## config.mk

```make
export PLATFORM = sky130hd
export DESIGN_NAME = parser_input_arbiter_flat
export DESIGN_NICKNAME = d
export VERILOG_FILES = /design/src/rtl/parser_input_arbiter_if.sv /design/src/rtl/parser_input_arbiter.sv /design/src/flat_wrapper.sv
export SDC_FILE = /design/constraint.sdc
export NUM_CORES = 1
export LEC_CHECK = 0
export ABC_AREA = 1
export BUFFER_PORTS_ARGS = -buffer_cell sky130_fd_sc_hd__buf_4
export CAP_MARGIN = 40
export CORE_UTILIZATION = 45
export DETAILED_ROUTE_END_ITERATION = 10
export PLACE_DENSITY_LB_ADDON = 0.12
export SETUP_SLACK_MARGIN = 0.05
export SLEW_MARGIN = 0
export SYNTH_ARGS = -nofsm -noshare
export SYNTH_HDL_FRONTEND = slang
export SYNTH_SLANG_ARGS = --single-unit
```

## constraint.sdc

```tcl
create_clock -name clk -period 2.2 [get_ports clk]
set_input_delay 0 -clock clk [delete_from_list [all_inputs] [get_ports clk]]
set_output_delay 0 -clock clk [all_outputs]
set_load 0.005 [all_outputs]
```

## src/rtl/parser_input_arbiter_if.sv

```systemverilog
// parser_input_arbiter_if: source-side and parser-side signal bundle of the input arbiter.
interface parser_input_arbiter_if #(
    parameter int NUM_SRC = 4
);
    localparam int IW = $clog2(NUM_SRC);
    logic [NUM_SRC*32-1:0] src_data;
    logic [NUM_SRC-1:0]    src_val;
    logic [NUM_SRC-1:0]    src_last;
    logic [NUM_SRC-1:0]    src_ready;
    logic [31:0]           dataIn;
    logic                  dataIn_val;
    logic                  dataIN_last;
    logic                  dataIn_ready;
    logic [IW-1:0]         grant_idx;
    logic                  grant_act;
    logic                  length_err;
    modport slave (
        input  src_data, src_val, src_last, dataIn_ready,
        output src_ready, dataIn, dataIn_val, dataIN_last, grant_idx, grant_act, length_err
    );
    modport master (
        output src_data, src_val, src_last, dataIn_ready,
        input  src_ready, dataIn, dataIn_val, dataIN_last, grant_idx, grant_act, length_err
    );
endinterface

```

## src/rtl/parser_input_arbiter.sv

```systemverilog
// parser_input_arbiter: packet-granular round-robin arbiter in front of parser's single input port,
// flagging packets whose beat count disagrees with the header length.
module parser_input_arbiter #(
    parameter int NUM_SRC = 4,
    parameter int DATA_W  = 32
) (
    input logic                   clk,
    input logic                   reset,
    parser_input_arbiter_if.slave bus
);
    localparam int IW = $clog2(NUM_SRC);
    typedef enum logic {IDLE, LOCKED} state_t;
    state_t        r_state;
    logic [IW-1:0] r_grant;
    logic [IW-1:0] r_last_ptr;
    logic [15:0]   r_beat_cnt;
    logic [14:0]   r_exp_beats;
    logic          r_length_err;
    logic          w_locked, w_acc, w_first, w_bad;
    logic [15:0]   w_len;
    logic [16:0]   w_exp17;
    logic [14:0]   w_exp, w_exp_cur;
    logic          w_idle_hit, w_next_hit;
    logic [IW-1:0] w_idle_idx, w_next_idx;

    // first requester after 'from' within 'span' steps; iterating backwards lets the nearest win
    function automatic logic [IW:0] pick(input logic [NUM_SRC-1:0] req, input logic [IW-1:0] from, input int span);
        logic [IW:0] res;
        int          idx;
        res = '0;
        for (int k = span; k >= 1; k--) begin
            idx = (int'(from) + k) % NUM_SRC;
            if (req[idx]) res = {1'b1, IW'(idx)};
        end
        return res;
    endfunction

    assign w_locked        = r_state == LOCKED;
    assign bus.dataIn      = w_locked ? bus.src_data[DATA_W*int'(r_grant) +: DATA_W] : '0;
    assign bus.dataIn_val  = w_locked & bus.src_val[r_grant];
    assign bus.dataIN_last = w_locked & bus.src_last[r_grant];
    assign bus.src_ready   = (w_locked & bus.dataIn_ready) ? NUM_SRC'(1) << r_grant : '0;
    assign bus.grant_idx   = r_grant;
    assign bus.grant_act   = w_locked;
    assign bus.length_err  = r_length_err;

    assign w_acc     = bus.dataIn_val & bus.dataIn_ready;
    assign w_first   = r_beat_cnt == 16'd0;
    assign w_len     = {bus.dataIn[23:16], bus.dataIn[31:24]};
    assign w_exp17   = ({1'b0, w_len} + 17'd3) >> 2;
    assign w_exp     = (w_exp17 == 17'd0) ? 15'd1 : w_exp17[14:0];
    // a single-beat packet must be judged against its own header
    assign w_exp_cur = w_first ? w_exp : r_exp_beats;
    assign w_bad     = ({1'b0, r_beat_cnt} + 17'd1) != {2'b0, w_exp_cur};
    assign {w_idle_hit, w_idle_idx} = pick(bus.src_val, r_last_ptr, NUM_SRC);
    assign {w_next_hit, w_next_idx} = pick(bus.src_val, r_grant, NUM_SRC - 1);

    always_ff @(posedge clk or posedge reset) begin
        if (reset) begin
            r_state      <= IDLE;
            r_grant      <= '0;
            r_last_ptr   <= IW'(NUM_SRC - 1);
            r_beat_cnt   <= '0;
            r_exp_beats  <= '0;
            r_length_err <= 1'b0;
        end else begin
            r_length_err <= 1'b0;
            if (!w_locked) begin
                if (w_idle_hit) begin
                    r_state    <= LOCKED;
                    r_grant    <= w_idle_idx;
                    r_beat_cnt <= '0;
                end
            end else if (w_acc) begin
                r_beat_cnt <= (&r_beat_cnt) ? r_beat_cnt : r_beat_cnt + 16'd1;
                if (w_first) r_exp_beats <= w_exp;
                if (bus.dataIN_last) begin
                    r_last_ptr   <= r_grant;
                    r_length_err <= w_bad;
                    r_beat_cnt   <= '0;
                    if (w_next_hit) r_grant <= w_next_idx;
                    else r_state <= IDLE;
                end
            end
        end
    end
endmodule

```

## src/flat_wrapper.sv

```systemverilog
// flat-port wrapper written by rule: the top's interface ports become plain ports
module parser_input_arbiter_flat 
#(
    parameter int NUM_SRC = 4,
    parameter int DATA_W  = 32
)
  (clk, reset, bus_src_data, bus_src_val, bus_src_last, bus_dataIn_ready, bus_src_ready, bus_dataIn, bus_dataIn_val, bus_dataIN_last, bus_grant_idx, bus_grant_act, bus_length_err);
  parser_input_arbiter_if #(.NUM_SRC(NUM_SRC)) bus_i ();
  input logic clk;
  input logic reset;
  input wire logic [$bits(bus_i.src_data)-1:0] bus_src_data;
  input wire logic [$bits(bus_i.src_val)-1:0] bus_src_val;
  input wire logic [$bits(bus_i.src_last)-1:0] bus_src_last;
  input wire logic [$bits(bus_i.dataIn_ready)-1:0] bus_dataIn_ready;
  output wire logic [$bits(bus_i.src_ready)-1:0] bus_src_ready;
  output wire logic [$bits(bus_i.dataIn)-1:0] bus_dataIn;
  output wire logic [$bits(bus_i.dataIn_val)-1:0] bus_dataIn_val;
  output wire logic [$bits(bus_i.dataIN_last)-1:0] bus_dataIN_last;
  output wire logic [$bits(bus_i.grant_idx)-1:0] bus_grant_idx;
  output wire logic [$bits(bus_i.grant_act)-1:0] bus_grant_act;
  output wire logic [$bits(bus_i.length_err)-1:0] bus_length_err;
  assign bus_i.src_data = bus_src_data;
  assign bus_i.src_val = bus_src_val;
  assign bus_i.src_last = bus_src_last;
  assign bus_i.dataIn_ready = bus_dataIn_ready;
  assign bus_src_ready = bus_i.src_ready;
  assign bus_dataIn = bus_i.dataIn;
  assign bus_dataIn_val = bus_i.dataIn_val;
  assign bus_dataIN_last = bus_i.dataIN_last;
  assign bus_grant_idx = bus_i.grant_idx;
  assign bus_grant_act = bus_i.grant_act;
  assign bus_length_err = bus_i.length_err;
  parser_input_arbiter #(.NUM_SRC(NUM_SRC), .DATA_W(DATA_W)) u_core (.clk(clk), .reset(reset), .bus(bus_i));
endmodule
```

; Yosys cells after proc, flatten, opt, wreduce, memory -nomap -nowiden
; Index checks and enable logic that the tools add are counted.
[classes]
mux = 54
shifts = 2
add_sub_neg = 10
n_reduce_logical = 15
magnitude_cmp = 8
n_eq_ne = 5
bitwise = 11
[ops]
columns = cell, n
row1 = 128-bit by 8-bit variable part select with 32-bit output, 1
row2 = 16-bit 2-to-1 mux, 5
row3 = 32-bit 2-to-1 mux, 1
row4 = 15-bit 2-to-1 mux, 2
row5 = 3-bit by 4-bit < comparator with 1-bit output (second input constant), 7
row6 = 1-bit 2-to-1 mux, 24
row7 = 3-bit 2-to-1 mux, 7
row8 = 1-bit binary-select mux with 2-bit select, 9
row9 = 16-bit by 1-bit adder with 17-bit output (second input constant), 1
row10 = 16-bit by 2-bit adder with 17-bit output (second input constant), 1
row11 = 17-bit logical NOT, 1
row12 = 17-bit by 15-bit inequality test with 1-bit output, 1
row13 = 16-bit by 1-bit adder with 16-bit output (second input constant), 1
row14 = 16-bit logical NOT, 1
row15 = 16-bit AND reduction, 1
row16 = 2-bit OR reduction, 7
row17 = 2-bit 2-to-1 mux, 5
row18 = 2-bit adder (second input constant), 4
row19 = 1-bit AND (first input constant), 7
row20 = 2-bit by 1-bit adder with 2-bit output (second input constant), 3
row21 = 2-bit inequality test (second input constant), 3
row22 = 3-bit AND reduction, 2
row23 = 1-bit AND, 4
row24 = 4-bit 2-to-1 mux, 1
row25 = 6 further kinds, 6
[totals]
word_cells = 111
regBits = 37
in_bits = 139
output_inout_bits = 42

; Depth between registers and ports, before layout
; Gate-level depths: netlist of the first run.
[depth]
word_depth = 13
mapped_depth = 24

; Least setup slack after synthesis of the first run
; No wires, ideal clock.
[synth_timing]
path_type = register -> register
start = register u_core.r_grant[1], in the netlist u_core.bus.grant_idx[1]
end = register u_core.r_grant[0], in the netlist u_core.bus.grant_idx[0]
arrival_ns = 2.368
n_path_buf = 4
setup_time_ns = 0.082
setup_slack_ns = -0.250
stages_incl_launch_ff = 14
path_cell_list = dfrtp_1 > buf_6 > inv_2 > buf_2 > buf_1 > clkbuf_1 > ha_1 > inv_1 > nand2_1 > nand3b_1 > a21oi_1 > nor4_1 > nor2_1 > a31oi_1
[synth_between]
elab_chain_len = 11
[synth_lines]
columns = item, line_no
row1 = "start, declared", parser_input_arbiter.sv:14  ; logic [IW-1:0] r_grant;
row2 = "start signal, assigned", parser_input_arbiter.sv:71  ; r_grant <= w_idle_idx;
row3 = "start signal, assigned", parser_input_arbiter.sv:81  ; if (w_next_hit) r_grant <= w_next_idx;
row4 = 2-bit adder, parser_input_arbiter.sv:32  ; idx = (int'(from) + k) % NUM_SRC;
row5 = 1-bit binary-select mux with 2-bit select, parser_input_arbiter.sv:33  ; if (req[idx]) res = {1'b1, IW'(idx)};
row6 = 1-bit 2-to-1 mux (implied by the code) (2 in series), parser_input_arbiter.sv:33
row7 = 3-bit 2-to-1 mux (3 in series), parser_input_arbiter.sv:33
row8 = 2-bit 2-to-1 mux, parser_input_arbiter.sv:81
row9 = 2-bit 2-to-1 mux, parser_input_arbiter.sv:77  ; if (bus.dataIN_last) begin
row10 = 2-bit 2-to-1 mux, parser_input_arbiter.sv:74  ; end else if (w_acc) begin
row11 = 2-bit 2-to-1 mux, parser_input_arbiter.sv:68  ; if (!w_locked) begin
; Parallel ways exist; a longest one is shown, timed or not. The select of a mux whose other input is x is not followed.
; A chain may end at the register's enable or synchronous reset.

; Final worst setup path of the first run
[layout_timing]
start = register u_core.r_beat_cnt[0]
end = register u_core.r_length_err, in the netlist u_core.bus.length_err
[layout_between]
elab_chain_len = 6
[layout_lines]
columns = item, line_no
row1 = "start, declared", parser_input_arbiter.sv:16  ; logic [15:0] r_beat_cnt;
row2 = "start signal, assigned", parser_input_arbiter.sv:75  ; r_beat_cnt <= (&r_beat_cnt) ? r_beat_cnt : r_beat_cnt + 16'd1;
row3 = "parallel branches: the longest is 2 deep, another holds 16-bit by 1-bit adder with 17-bit output", -
row4 = 17-bit by 15-bit inequality test with 1-bit output *, parser_input_arbiter.sv:54  ; assign w_bad = ({1'b0, r_beat_cnt} + 17'd1) != {2'b0, w_exp_cur};
row5 = 1-bit 2-to-1 mux *, parser_input_arbiter.sv:77
row6 = 1-bit 2-to-1 mux *, parser_input_arbiter.sv:74
row7 = 1-bit 2-to-1 mux *, parser_input_arbiter.sv:68
row8 = "end signal, assigned", parser_input_arbiter.sv:79  ; r_length_err <= w_bad;
row9 = "end, declared", parser_input_arbiter.sv:18  ; logic r_length_err;
; Every way passes the cells marked *.

==> results.toml, run 1 <==
[layout]
final-seq-area_sq_um = 931
filler_cell_count = 874
final_cell_mix = "buf_4 (289), nand2_1 (225), nor2_1 (125), inv_1 (89), o21ai_0 (61)"
post_route_cells_drive_above_1_share_pct = 36.1
final_core_utilization_pct = 72.6
antenna_cells = 0
layout.cells.most_common = "buf_4"
multiInputGateArea_sq_um = 3170
finalNetCount = 1222
synthToLayoutAreaGrowth_pct = 56.4

[logic_synthesis]
synth-edff-count = 0
syn_nets = 952
syn_avg_cell_area_sq_um = 5.60
postSynthCellCount = 807
yosysUniqueCellTypes = 39
post_synth_main_area_contributors = "nand2_1 (20%), dfrtp_1 (19%), nor2_1 (11%)"
yosys.area.top_type_share_pct = 19.9
post_synthesis_cell_type_with_the_largest_combined_area = "nand2_1"
synth-seq-cells = 37
synth.yosys.warnings = 0
postSynth.asyncResetShare_pct = 100
mappedNetlistArea_sq_um = 4520
synth_sequential_area_ratio_pct = 20.6
dominant_register_cell_in_the_synthesized_netlist = "dfrtp_1"

[timing]
fin_crit_sh_pct = 112
headroom_to_the_max_slew_limit_pct = 67.4
worst_slew_pin_slew_ns = 0.489
timing_max_transition_violations_final = 0
hold_vio_cnt_final = 0
finalClockSkew_ns = 0.00357
rsz0062_at_grt = "true"
final-setup-viol-count = 4
finalCriticalPeriod_ns = 2.46
max_clock_freq_mhz = 407
finalWorstSetupSlack_ns = -0.257

[outcome]
status = "finished, violations left"
violated_checks = "setup timing"

[flow_run]
max-cap-violations = 0

[cts]
cts.htree.levels = 2
worst_setup_hold_path_clk_slew_ns = 0.08
tritoncts = "built"
clkLatencyLatePin_ns = 0.29
cts_inserted_buffers = 5
root_buffer = "clkbuf_8"
clkSinkCount = 37
ctsLongestPathBuffers = 2

[route]
drt-initial-drc-count = 302
routed_via_density = 5.01
ant_nets = 0
route.vias.total = 6064
drt_pre_antenna_iters = 5
drt_drc_violations_left = 0
route.final.wire_length_um = 16100
routed_length_per_placed_instance_um = 13.3

[die]
core_region_area_sq_um = 9730
design.portCount = 181
die_w_um = 102
placement_rows = 36
die_height_um = 102
die_area_sq_um = 10400
initial_core_util_pct = 46.4

[setup_path]
critical_path.slowest_cell = "dfrtp_1"
r2r_start = "u_core.r_beat_cnt[0]"
setup.worst_path.end_class = "flip-flop"
crit_path_max_incr_delay_ns = 0.37
critical_path.reg2reg.endpoint = "u_core.bus.length_err"
cpLargestDelayFamily = "simple AND/OR/NAND/NOR gates"
setup.worst_path.start_class = "flip-flop"
register_to_register_setup_slack_ns = -0.26
cp_num_cells = 16
rr_worst_depth = 16
critPathRequiredTime_ns = 2.38
number_of_buffer_and_inverter_stages_on_the_critical_path = 3
crit_path_cell_trace = "buf_4 -> ha_1 -> nand3_1 -> nor3_1 -> inv_1 -> nor2_1 -> xor2_1 -> inv_1 -> nand2_1 -> nand3b_1 -> nor2_1 -> nand3_1 -> nor2_1 -> nand4_1 -> nor2_1 -> nor2_1"
setup_crit_path_kind = "reg -> reg"
startpoint = "u_core.r_beat_cnt[0]"
maximum_fanout_count_along_the_critical_path = 3
critical_path.endpoint = "u_core.bus.length_err"
critPathArrivalTime_ns = 2.63
timing.critical_path.mode_cell = "nor2_1"

[pwr]
total_power_mw = 10.3
max-vdd-ir-drop_v = 0.000676
power.static_leakage_nw = 3.85
power_density_nw_per_um2 = 1450

[global_route]
grtUsageTotal_pct = 31.0
grt_pass1_wl_um = 25500
grt_remaining_overflow = 0
antenna_found_initial = 0
grt_pass1_vias = 5517
largest_net_degree_at_the_start_of_global_routing = 41

[place]
hpwl_um = 12600
number_of_port_buffers = 180
place.gp.congestion = 0.946

[min_path]
worst_hold_path_type = "in -> reg"
hold-path-cell-count = 5
-- state kept, by name (all words and copies together) (netlist names) --
register,count
u_core.r_beat_cnt,16
u_core.r_exp_beats,15
u_core.bus.grant_idx,2
u_core.r_last_ptr,2
u_core.bus.grant_act,1
u_core.bus.length_err,1
-- metrics by stage --
step | setup TNS, ns | cells | setup slack [ns] | hold slack (ns) | area, sq um
floorplan | 0 | 807 | 0.0415 | 0.147 | 4600
global placement | -0.313 | 1199 | -0.239 | 0.147 | 6740
detailed placement | -0.317 | 1199 | -0.261 | 0.148 | 6740
CTS | -0.303 | 1210 | -0.235 | 0.225 | 6930
global route | -2.87 | 1211 | -0.511 | 0.253 | 7060
finish | -0.423 | 1211 | -0.257 | 0.227 | 7060
-- power breakdown --
| group | internal, mW | leakage [nW] | switching (mW) |
|---|---|---|---|
| Clock | 0.370 | 0.0585 | 0.261 |
| Combinational | 3.92 | 3.33 | 4.65 |
| Sequential | 0.910 | 0.464 | 0.166 |
| Total | 5.20 | 3.85 | 5.08 |
-- area by class of cell --
| class | count | area share (%) |
|---|---|---|
| multi-input combinational | 638 | 44.9 |
| timing repair buffer | 298 | 32.7 |
| sequential | 37 | 13.2 |
| inverter | 97 | 5.26 |
| tap | 133 | 2.36 |
| clock buffer | 7 | 1.22 |
| clock inverter | 1 | 0.425 |
-- timing repair --
item                                    4_1_cts  5_1_grt
endpoints found under the setup margin       18       34
gates cloned                                  0        1
hold buffers                                  1        0
gates resized for setup                      14       35
hold endpoints to repair                     35        0
pin swaps                                     9        7
setup buffers                                 2        0
-- worst reg2reg max path: cells and delay by family, from the launching register on --
| family | cells | cell delay [ns] |
|---|---|---|
| adders and majority gates | 1 | 0.17 |
| DFF | 1 | 0.37 |
| xor gates and xnor gates | 1 | 0.22 |
| buffers and inverters | 3 | 0.36 |
| and+or+nand+nor | 11 | 1.24 |
-- cells by family (layout without fill, tap and decap cells) --
logic type      after synthesis  in the layout  synth area share, %
simple gates                497            497                 47.4
buf+inv                     132            403                 12.7
compound gates              114            114                 13.6
flops                        37             37                 20.6
xor+xnor                     20             20                 3.88
fa+ha+maj                     6              6                 1.66
mux                           1              1                0.222
-- Yosys cell counts (all sizes together) (12+ instances only) --
master and number:
inv 97, a21oi 23, dfrtp 35, buf 23, nand2 247, nand3 77, xor2 16, clkbuf 12
o21ai 71, nor3 12, nor2 144
-- routing by layer --
layer / vias up / GRT usage (%) / wire [um]
met2: 235 / 52.7 / 7610
met5: - / 0 / 0
met4: 0 / 10.4 / 464
li1: 3105 / - / -
met3: 44 / 5.75 / 1110
met1: 2680 / 39.5 / 6910
-- how the worst min path moves through the flow --
stage	start	slack, ns	end
after floorplan	bus_dataIn_ready	0.15	bus_src_ready[0]
after global placement	reset	0.15	u_core.r_beat_cnt[9]
after detailed placement	reset	0.15	u_core.r_beat_cnt[11]
after CTS	bus_dataIn_ready	0.22	u_core.r_exp_beats[2]
after global routing	bus_dataIn_ready	0.25	u_core.r_exp_beats[0]
final	bus_dataIn_ready	0.23	u_core.bus.grant_idx[1]
Note: power is estimated with default switching activity, not from simulation.
==> inputs of run 2 (changes only) <==
ABC_AREA = default   (was 1)
CORE_UTILIZATION = 44   (was 45)
==> run 2 against run 1 <==
  * The run still ends with setup timing left
  * Largest cell class unchanged
  * Core utilization grew 2.5 points
  * Critical endpoint unchanged
  * Cell count shrank 32%
  * Flip-flop and latch count is the same
  * Sequential power is essentially flat
  * Maximum frequency shrank 18%
  * Synthesized cell count shrank 43%
  * Register-to-register slack lost 0.55 ns
==> results.toml, run 2 <==
[outcome]
status = "finished, violations left"
violated_checks = "setup timing"

[logic_synthesis]
syn_nets = 601
synthXorXnorAreaFrac_pct = 7.26
post_synthesis_cell_type_with_the_largest_combined_area = "dfrtp_1"
dominant_register_cell_in_the_synthesized_netlist = "dfrtp_1"
synth-seq-cells = 37
synth-edff-count = 0
largest_family_of_logic_cells_by_synthesized_area = "multiplexers"
yosys.cell_count.top_type = "nand2_1"
post_synth_main_area_contributors = "dfrtp_1 (21%), mux4_2 (12%), xnor2_1 (6.0%)"
simple_gate_share_of_the_synthesized_area_pct = 21.7
syn_avg_cell_area_sq_um = 8.99
yosys-top-cells-count = "nand2_1 (58), dfrtp_1 (35), o21ai_0 (30), nor2_1 (29), xnor2_1 (28)"
yosys.area.top_type_share_pct = 21.4
postSynth.asyncResetShare_pct = 100
synth_area_in_compound_gates_pct = 16.4
postSynthCellCount = 456
yosysUniqueCellTypes = 59
mappedNetlistArea_sq_um = 4100
multiplexer_area_fraction_after_synthesis_pct = 24.5
synthAdderAreaFrac_pct = 1.83
synth.yosys.warnings = 0
synth_sequential_area_ratio_pct = 22.6

[global_route]
largest_net_degree_at_the_start_of_global_routing = 39
grt_pass1_wl_um = 23600
antenna_found_initial = 0
grt_pass1_vias = 4815
grt_remaining_overflow = 0
grtUsageTotal_pct = 30.5

[place]
number_of_port_buffers = 180
hpwl_um = 11800
place.gp.congestion = 0.888

[timing]
final-setup-viol-count = 37
hold-worst-slack_ns = 0.141
hold_vio_cnt_final = 0
max_clock_freq_mhz = 333
finalWorstSetupSlack_ns = -0.803
headroom_to_the_max_slew_limit_pct = 64.3
fin_crit_sh_pct = 137
rsz0062_at_grt = "true"
timing_max_transition_violations_final = 0
finalClockSkew_ns = 0.0141
finalCriticalPeriod_ns = 3.00
worst_slew_pin_slew_ns = 0.535

[route]
route.final.wire_length_um = 15000
ant_nets = 0
routed_length_per_placed_instance_um = 18.2
drt-initial-drc-count = 175
drt_pre_antenna_iters = 5
drt_drc_violations_left = 0
route.vias.total = 4632
routed_via_density = 5.61

[setup_path]
setup_crit_path_kind = "reg -> reg"
setup.worst_path.end_class = "flip-flop"
critical_path.slowest_cell = "or4_4"
crit_path_cell_trace = "ha_1 -> nand3_1 -> nor4_2 -> nand2_1 -> xnor2_1 -> mux2_2 -> o2111ai_1 -> or4_4 -> a2111oi_4 -> a41oi_2"
setup.worst_path.start_class = "flip-flop"
critPathArrivalTime_ns = 3.16
maximum_fanout_count_along_the_critical_path = 5
crit_path_max_incr_delay_ns = 0.56
critPathRequiredTime_ns = 2.36

[pwr]
total_power_mw = 8.54
max-vdd-ir-drop_v = 0.000839
power.static_leakage_nw = 3.13
power_density_nw_per_um2 = 1280

[flow_run]
max-cap-violations = 0

[layout]
largest_reg_flops = 16
antenna_cells = 0
reg.largest.list = "u_core.r_beat_cnt (16), u_core.r_exp_beats (15)"
synthToLayoutAreaGrowth_pct = 62.7
filler_cell_count = 683
layout.cells.most_common = "buf_4"
post_route_cells_drive_above_1_share_pct = 54.3
final_cell_mix = "buf_4 (274), nand2_1 (53), dfrtp_1 (33), mux4_2 (29), xnor2_1 (28)"
regMostFlops = "u_core.r_beat_cnt"
finalNetCount = 862

[cts]
clkLatencyLatePin_ns = 0.30
cts_inserted_buffers = 5
clkSinkCount = 37
worst_setup_hold_path_clk_slew_ns = 0.09
cts.htree.levels = 2
root_buffer = "clkbuf_8"
tritoncts = "built"
ctsLongestPathBuffers = 2

[die]
placement_rows = 34
die_w_um = 98.5
die_height_um = 98.5
design.portCount = 181
initial_core_util_pct = 46.1
die_area_sq_um = 9710
core_region_area_sq_um = 8890

[min_path]
worst_hold_path_type = "in -> reg"
## run 2: worst paths after layout
kind,cells past startpoint,endpoint,slack [ns],from
setup / recovery,10,u_core.bus.length_err,-0.80,u_core.r_beat_cnt[1]
max in group asynchronous,4,u_core.bus.grant_idx[0],1.44,reset
setup reg to reg,10,u_core.bus.length_err,-0.80,u_core.r_beat_cnt[1]
hold / removal,4,u_core.bus.grant_act,0.14,bus_src_val[1]
hold reg to reg,2,u_core.r_exp_beats[12],0.49,u_core.r_exp_beats[12]
min in group asynchronous,4,u_core.r_beat_cnt[13],0.37,reset
## run 2: worst max-delay path: cells and delay by family (launching register included)
| family | cells | cell delay (ns) |
|---|---|---|
| mux | 1 | 0.23 |
| compound gates | 3 | 0.47 |
| flops | 1 | 0.44 |
| simple gates | 4 | 1.21 |
| fa+ha+maj | 1 | 0.20 |
| xor+xnor | 1 | 0.32 |
## run 2: per-stage QoR
step / util, % / setup TNS (ns) / worst slack (ns) / instance area, sq um / std cells
2_1_floorplan: - / -4.28 / -0.815 / 4300 / 456
3_3_place_gp: 70.3 / -17.99 / -0.802 / 6250 / 808
3_5_place_dp: 70.3 / -19.90 / -0.858 / 6250 / 808
4_1_cts: 73.2 / -11.39 / -0.744 / 6510 / 821
5_1_grt: 75.1 / -15.14 / -0.924 / 6670 / 826
6_report: 75.1 / -10.23 / -0.803 / 6670 / 826
## run 2: where the power goes
part | switching, mW | internal (mW)
clock | 0.287 | 0.369
sequential | 0.161 | 0.890
combinational | 3.22 | 3.61
total | 3.67 | 4.87
## run 2: per-layer routing
layer	up-vias	track usage [%]	wire length, um
li1	2210	-	-
met1	2223	38.7	6240
met2	169	55.7	7750
met3	30	2.27	644
met4	0	8.73	363
met5	-	0	0
## run 2: cell families after synthesis
logic type	Yosys count
and+or+nand+nor	173
AOI/OAI and AO/OA	98
muxes	59
buffers and inverters	49
DFF	37
xor gates and xnor gates	34
adders and majority gates	6
## run 2: cell type report
class	instances	area (sq um)	area share, %
Clock buffer	6	82.6	1.24
Clock inverter	2	37.5	0.562
Tap cell	108	135	2.02
Multi-Input combinational cell	371	3200	48.0
Sequential cell	37	931	13.9
Inverter	17	63.8	0.956
Timing Repair Buffer	285	2220	33.3
## run 2: repair_timing
item                                   in CTS  in global routing
setup buffers                               4                  3
setup endpoints to repair                  51                 51
hold buffers                                1                  0
pin swaps                                   2                  1
gates cloned                                0                  2
endpoints found under the hold margin      35                  0
gates resized for setup                    23                 33
